===== src/rtl/addr_decode_table_pkg.sv =====
// Shared constants, FSM encoding and match helper for the table-driven 68000 bus decoder.
package addr_decode_table_pkg;

  localparam logic [15:0] ADDR_DEC_DISABLED = 16'hFF00;

  typedef logic [1:0] dec_state_t;
  localparam dec_state_t IDLE   = 2'd0;
  localparam dec_state_t DECODE = 2'd1;
  localparam dec_state_t WAIT   = 2'd2;
  localparam dec_state_t ACK    = 2'd3;

  // Match word layout is {value[7:0], mask[7:0]}; a value bit outside the mask can never match.
  function automatic logic match_hit(input logic [7:0] addr_hi, input logic [15:0] match_word);
    return (addr_hi & match_word[7:0]) == match_word[15:8];
  endfunction

endpackage


===== src/rtl/addr_decode_table_match.sv =====
// One chip-select channel: programmable match word and wait count, plus its address compare.
module addr_match_unit
  import addr_decode_table_pkg::*;
#(
  parameter int WAIT_W = 4
) (
  input  logic              clk,
  input  logic              reset_n,
  input  logic              we,
  input  logic [15:0]       cfg_match,
  input  logic [WAIT_W-1:0] cfg_wait,
  input  logic [7:0]        addr_hi,
  output logic              hit,
  output logic [WAIT_W-1:0] wait_cnt
);

  logic [15:0] match_q;

  always_ff @(posedge clk or negedge reset_n) begin
    if (!reset_n) begin
      match_q  <= ADDR_DEC_DISABLED;
      wait_cnt <= '0;
    end else if (we) begin
      match_q  <= cfg_match;
      wait_cnt <= cfg_wait;
    end
  end

  assign hit = match_hit(addr_hi, match_q);

endmodule


===== src/rtl/addr_decode_table.sv =====
// Registered table-driven chip-select decoder with wait states and unmapped/multi-hit flags.
// Optional fixed-window override ports are enabled by defining ADDR_DEC_SS_OVERRIDE_EN.
module addr_decode_table
  import addr_decode_table_pkg::*;
#(
  parameter int NUM_CS = 16,
  parameter int ADDR_W = 24,
  parameter int WAIT_W = 4
) (
  input  logic                      clk,
  input  logic                      reset_n,
  input  logic                      cpu_as_n,
  input  logic [1:0]                cpu_ds_n,
  input  logic [ADDR_W-1:0]         cpu_word_addr,
  input  logic                      cfg_we,
  input  logic [$clog2(NUM_CS)-1:0] cfg_idx,
  input  logic [15:0]               cfg_match,
  input  logic [WAIT_W-1:0]         cfg_wait,
`ifdef ADDR_DEC_SS_OVERRIDE_EN
  input  logic                      ss_override,
  output logic                      ss_reset_n,
  output logic                      ss_vec_n,
  output logic                      ss_save_n,
`endif
  output logic [NUM_CS-1:0]         cs_n,
  output logic                      dtack_n,
  output logic                      unmapped,
  output logic                      multi_hit
);

  localparam logic [NUM_CS-1:0] LSB_ONE = NUM_CS'(1);

  dec_state_t        state;
  logic [7:0]        addr_hi;
  logic [NUM_CS-1:0] hit_now;
  logic [WAIT_W-1:0] wait_arr [NUM_CS];
  logic [NUM_CS-1:0] win_onehot;
  logic [WAIT_W-1:0] win_wait;
  logic              access_start;
  logic              ss_hit;

  logic [NUM_CS-1:0] sel_q;
  logic [WAIT_W-1:0] wait_q;
  logic              unm_q;
  logic              multi_q;
  logic [WAIT_W-1:0] cnt;

  assign addr_hi      = cpu_word_addr[ADDR_W-1 -: 8];
  assign access_start = !cpu_as_n && !(&cpu_ds_n);

  // Only the top byte is decoded by the table; low bits feed the override windows when built in.
  logic unused_addr_bits;
  assign unused_addr_bits = &{1'b0, cpu_word_addr[ADDR_W-9:0]};

  for (genvar g = 0; g < NUM_CS; g++) begin : g_ch
    addr_match_unit #(.WAIT_W(WAIT_W)) u_match (
      .clk      (clk),
      .reset_n  (reset_n),
      .we       (cfg_we && (int'(cfg_idx) == g)),
      .cfg_match(cfg_match),
      .cfg_wait (cfg_wait),
      .addr_hi  (addr_hi),
      .hit      (hit_now[g]),
      .wait_cnt (wait_arr[g])
    );
  end

  // Lowest index wins: isolate the least significant set bit and pick its wait count.
  assign win_onehot = hit_now & (~hit_now + LSB_ONE);

  always_comb begin
    win_wait = '0;
    for (int i = NUM_CS - 1; i >= 0; i--) begin
      if (hit_now[i]) win_wait = wait_arr[i];
    end
  end

`ifdef ADDR_DEC_SS_OVERRIDE_EN
  logic [2:0] ss_now;
  logic [2:0] ss_q;

  assign ss_now[0] = ss_override && (cpu_word_addr[23:4] == 20'h0);
  assign ss_now[1] = ss_override && ((cpu_word_addr == 24'h00007c) || (cpu_word_addr == 24'h00007e));
  assign ss_now[2] = ss_override && (cpu_word_addr[23:8] == 16'hff00);
  assign ss_hit    = |ss_now;

  always_ff @(posedge clk or negedge reset_n) begin
    if (!reset_n) begin
      ss_q                              <= '0;
      {ss_save_n, ss_vec_n, ss_reset_n} <= 3'b111;
    end else begin
      if (state == IDLE && access_start) ss_q <= ss_now;
      if (state == DECODE && !cpu_as_n) begin
        {ss_save_n, ss_vec_n, ss_reset_n} <= ~ss_q;
      end else if (cpu_as_n && (state == WAIT || state == ACK)) begin
        {ss_save_n, ss_vec_n, ss_reset_n} <= 3'b111;
      end
    end
  end
`else
  assign ss_hit = 1'b0;
`endif

  // Decode is captured at access start so table writes cannot disturb a cycle in flight.
  always_ff @(posedge clk or negedge reset_n) begin
    if (!reset_n) begin
      state     <= IDLE;
      sel_q     <= '0;
      wait_q    <= '0;
      unm_q     <= 1'b0;
      multi_q   <= 1'b0;
      cnt       <= '0;
      cs_n      <= '1;
      dtack_n   <= 1'b1;
      unmapped  <= 1'b0;
      multi_hit <= 1'b0;
    end else begin
      case (state)
        IDLE: begin
          if (access_start) begin
            sel_q   <= ss_hit ? '0 : win_onehot;
            wait_q  <= ss_hit ? '0 : win_wait;
            unm_q   <= !ss_hit && !(|hit_now);
            multi_q <= !ss_hit && (|(hit_now & (hit_now - LSB_ONE)));
            state   <= DECODE;
          end
        end
        DECODE: begin
          if (cpu_as_n) begin
            state <= IDLE;
          end else begin
            cs_n      <= ~sel_q;
            cnt       <= wait_q;
            unmapped  <= unm_q;
            multi_hit <= multi_q;
            state     <= WAIT;
          end
        end
        WAIT: begin
          if (cpu_as_n) begin
            cs_n      <= '1;
            unmapped  <= 1'b0;
            multi_hit <= 1'b0;
            state     <= IDLE;
          end else if (cnt == '0) begin
            dtack_n <= 1'b0;
            state   <= ACK;
          end else begin
            cnt <= cnt - 1'b1;
          end
        end
        ACK: begin
          if (cpu_as_n) begin
            cs_n      <= '1;
            dtack_n   <= 1'b1;
            unmapped  <= 1'b0;
            multi_hit <= 1'b0;
            state     <= IDLE;
          end
        end
        default: state <= IDLE;
      endcase
    end
  end

endmodule


===== config.mk =====
export PLATFORM = sky130hd
export DESIGN_NAME = addr_decode_table
export DESIGN_NICKNAME = d
export VERILOG_FILES = /design/src/rtl/addr_decode_table_pkg.sv /design/src/rtl/addr_decode_table_match.sv /design/src/rtl/addr_decode_table.sv
export SDC_FILE = /design/constraint.sdc
export NUM_CORES = 1
export LEC_CHECK = 0
export CORE_MARGIN = 2
export CORE_UTILIZATION = 50
export DETAILED_ROUTE_END_ITERATION = 6
export PLACE_DENSITY_LB_ADDON = 0.08
export REMOVE_ABC_BUFFERS = 1
export SETUP_SLACK_MARGIN = 0.02
export SLEW_MARGIN = 5
export SYNTH_ARGS = -nofsm -noshare
export SYNTH_HDL_FRONTEND = slang
export SYNTH_HIERARCHICAL = 1
export SYNTH_SLANG_ARGS = --single-unit

===== constraint.sdc =====
create_clock -name clk -period 6.4 [get_ports clk]
set_input_delay 1.28 -clock clk [delete_from_list [all_inputs] [get_ports clk]]
set_output_delay 1.28 -clock clk [all_outputs]
set_load 0.005 [all_outputs]

==> flow_summary.ini <==
[outcome]
outcome = complete, no violations

[worst_setup_path]
critPathKind = in -> reg
r2r_slack_ns = 3.21
start_kind = input pin
crit_path_end_kind = flip-flop
critPathArrivalTime_ns = 4.95
ff2ff_path_depth = 8
required_ns = 6.79
rr_endpoint = wait_q[0]$_DFFE_PN0P_
path_max_fanout = 19
worstReg2RegStart = g_ch[8].u_match/match_q[11]$_DFFE_PN1P_

[pwr]
swShare_pct = 27.12
clkPwrFrac_pct = 32.3
switchingPower_uw = 1888
ir_worst_vdd_mv = 0.3083
intPower_uw = 5075
seqPwrFrac_pct = 48.0
leakagePower_uw = 0.008365
comb_power_share_pct = 19.7
power_density_mw_per_mm2 = 354.1

[die]
rows = 68
core_area_mm2 = 0.03437
die_w_um = 190.2
num_io_pins = 73
die_y_um = 190.2
start_util_pct = 50.44
die-area_mm2 = 0.03618

[yosys]
syn_inst = 1350
synthTopCellsByCount = mux2_2 (320), dfrtp_1 (222), dfstp_2 (145), a21oi_1 (99), and3_1 (64)
synth_area_per_cell_um2 = 12.84
yosysMostFrequentCell = mux2_2
synthTopCellsByArea = dfrtp_1 (32%), dfstp_2 (22%), mux2_2 (21%)
synth_cell_types = 63
syn_area_mm2 = 0.01734
async_flop_share_pct = 100.0
netlist.area_leader.share_pct = 32.04
ys_ff_latch = 367
ys_warn_count = 6
synth_flop_cell = dfrtp_1
yosys.area.top_type = dfrtp_1
ys_seq_area_share_pct = 54.01
synth_edf_count = 0

[sta]
rsz0062_at_grt = false
tns_ns = 0
fmax_ghz = 0.2190
skew_ns = 0.008115
relSlewSlack_pct = 12.02
finalCritPeriodShare_pct = 71.34
fin_crit_ns = 4.566
report.final.hold_viol_count = 0
finalSetupViolCount = 0
tightest_slew_ns = 1.318
drv_slew = 0

[cts]
cts_root_buf = clkbuf_16
clock_path_buffers = 3
cts_made_buffers = 40
hold_buffers = 0
cts_resized = 0
post_cts_buffers = 0
clk_latency_ns = 0.53
clkTransAtPathRegs_ns = 0.06
cts_max_level = 2
cts_sinks = 367
cts_tree = yes

[placement]
post-place-cells = 1833
place_hpwl_um = 27330
port_buffers = 56
finalWeightedCongestion = 0.8048

[finish]
drive_gt1_share_pct = 42.00
n_antenna_cell = 0
area_delta_synth_final_pct = 13.41
final_cells = 1905
nNetsFinal = 1475

[min_path]
hold_path.class = reg -> reg
holdPathStages = 1
hold_path.startpoint = sel_q[3]$_DFFE_PN0P_
hold_end = cs_n[3]$_DFFE_PN1P_

[global_route]
grt_max_degree = 158
grt-ovfl-total = 0
grt_pass1_vias = 11040
grtUsageTotal_pct = 23.56
grt_pass1_wl_um = 65290
antenna_found_initial = 1

[drt]
drtAntennaViolNets = 0
routed_wl_um = 41860
via_per_inst = 5.888
drt_iter0_drc = 558
dr.pass1.iters = 5
vias = 11220
routedWlPerCell_um = 21.97
drc_errors = 0

[flow_run]
cap_violations = 0
-- registers in the layout (all words and copies together) (netlist names) --
register / flops
cs_n: 16
state: 2
unmapped: 1
g_ch.u_match/wait_cnt: 64
multi_hit: 1
sel_q: 16
unm_q: 1
dtack_n: 1
wait_q: 4
cnt: 4
g_ch.u_match/match_q: 256
multi_q: 1
-- critical path, stage by stage --
cell and delay [ns]:
clkdlybuf4s50_1 1.02, buf_4 0.29, a21o_1 0.13, a211oi_2 0.12, and4b_1 0.40, nor4_4 0.52
nand3_1 0.26, or4_1 0.52, a211oi_1 0.26, a41oi_1 0.13
-- routing by layer --
| layer | vias up | track usage [%] | routed length (um) |
|---|---|---|---|
| li1 | 5217 | - | - |
| met1 | 5783 | 31.33 | 18980 |
| met2 | 161 | 40.86 | 20710 |
| met3 | 55 | 3.073 | 1281 |
| met4 | 0 | 6.023 | 891 |
| met5 | - | 0 | 0 |
-- worst max-delay path by stage --
stage                                 start                                      to  slack, ns  depth (start not counted)
final                     cpu_word_addr[23]                     multi_q$_DFFE_PN0P_       1.83                         10
after global routing      cpu_word_addr[23]                     multi_q$_DFFE_PN0P_       1.68                         10
after CTS                 cpu_word_addr[23]                     multi_q$_DFFE_PN0P_       1.85                         10
after detailed placement  cpu_word_addr[23]                     multi_q$_DFFE_PN0P_       1.31                         10
after global placement    cpu_word_addr[23]                   wait_q[2]$_DFFE_PN0P_       1.31                          9
after floorplan                  cfg_idx[2]  g_ch[0].u_match/match_q[0]$_DFFE_PN0P_       2.67                          3
-- power by group through the flow --
stage	logic (uW)	registers, uW	clock network [uW]
after floorplan	958	3280	0
after detailed placement	1390	3370	0
after global placement	1360	3340	0
after CTS	1390	3340	2310
after global routing	1500	3420	2420
final	1370	3340	2250
-- kinds of logic (layout without fill, tap and decap cells) --
group           after synthesis  count (layout)  synth area share [%]
fa+ha+maj                     2               2                0.1299
flops                       367             367                 54.01
compound gates              307             307                 12.90
buf+inv                      68             168                 2.331
mux                         320             320                 20.78
simple gates                286             286                 9.850
-- per-stage QoR --
stage	total power (uW)	instance area [um^2]	hold slack (ns)	setup WS [ns]	utilization, %
5_1_grt	7336	19660	0.4165	1.680	57.21
6_report	6963	19660	0.4031	1.834	57.21
3_5_place_dp	4764	18390	0.3971	1.305	53.51
3_3_place_gp	4699	18390	0.3920	1.314	53.51
2_1_floorplan	4235	16990	0.3827	2.667	-
4_1_cts	7046	19660	0.4062	1.851	57.21
-- placed cells by master, fill, tap and decap left out, types with 14 or more instances in the layout --
cell               n
nand2_1           36
clkdlybuf4s50_1   55
a21oi_1           99
inv_1             14
nand3_1           44
o22a_1            17
a21boi_0          33
and3_1            64
dfstp_2          145
and4b_1           16
o22ai_1           17
clkbuf_16         41
mux2_2           320
dfrtp_1          222
and3b_1           32
a211oi_2          32
buf_4             23
nor2_1            33
a21o_1            34
-- final cells by class --
class	instances	area, um^2
Clock inverter	16	157.7
Sequential cell	367	9365
Clock buffer	56	1112
Inverter	15	56.30
Multi-Input combinational cell	915	7625
Timing Repair Buffer	81	778.2
Tap cell	455	569.3
Fill cell	2912	14710
Note: power is estimated with default switching activity, not from simulation.
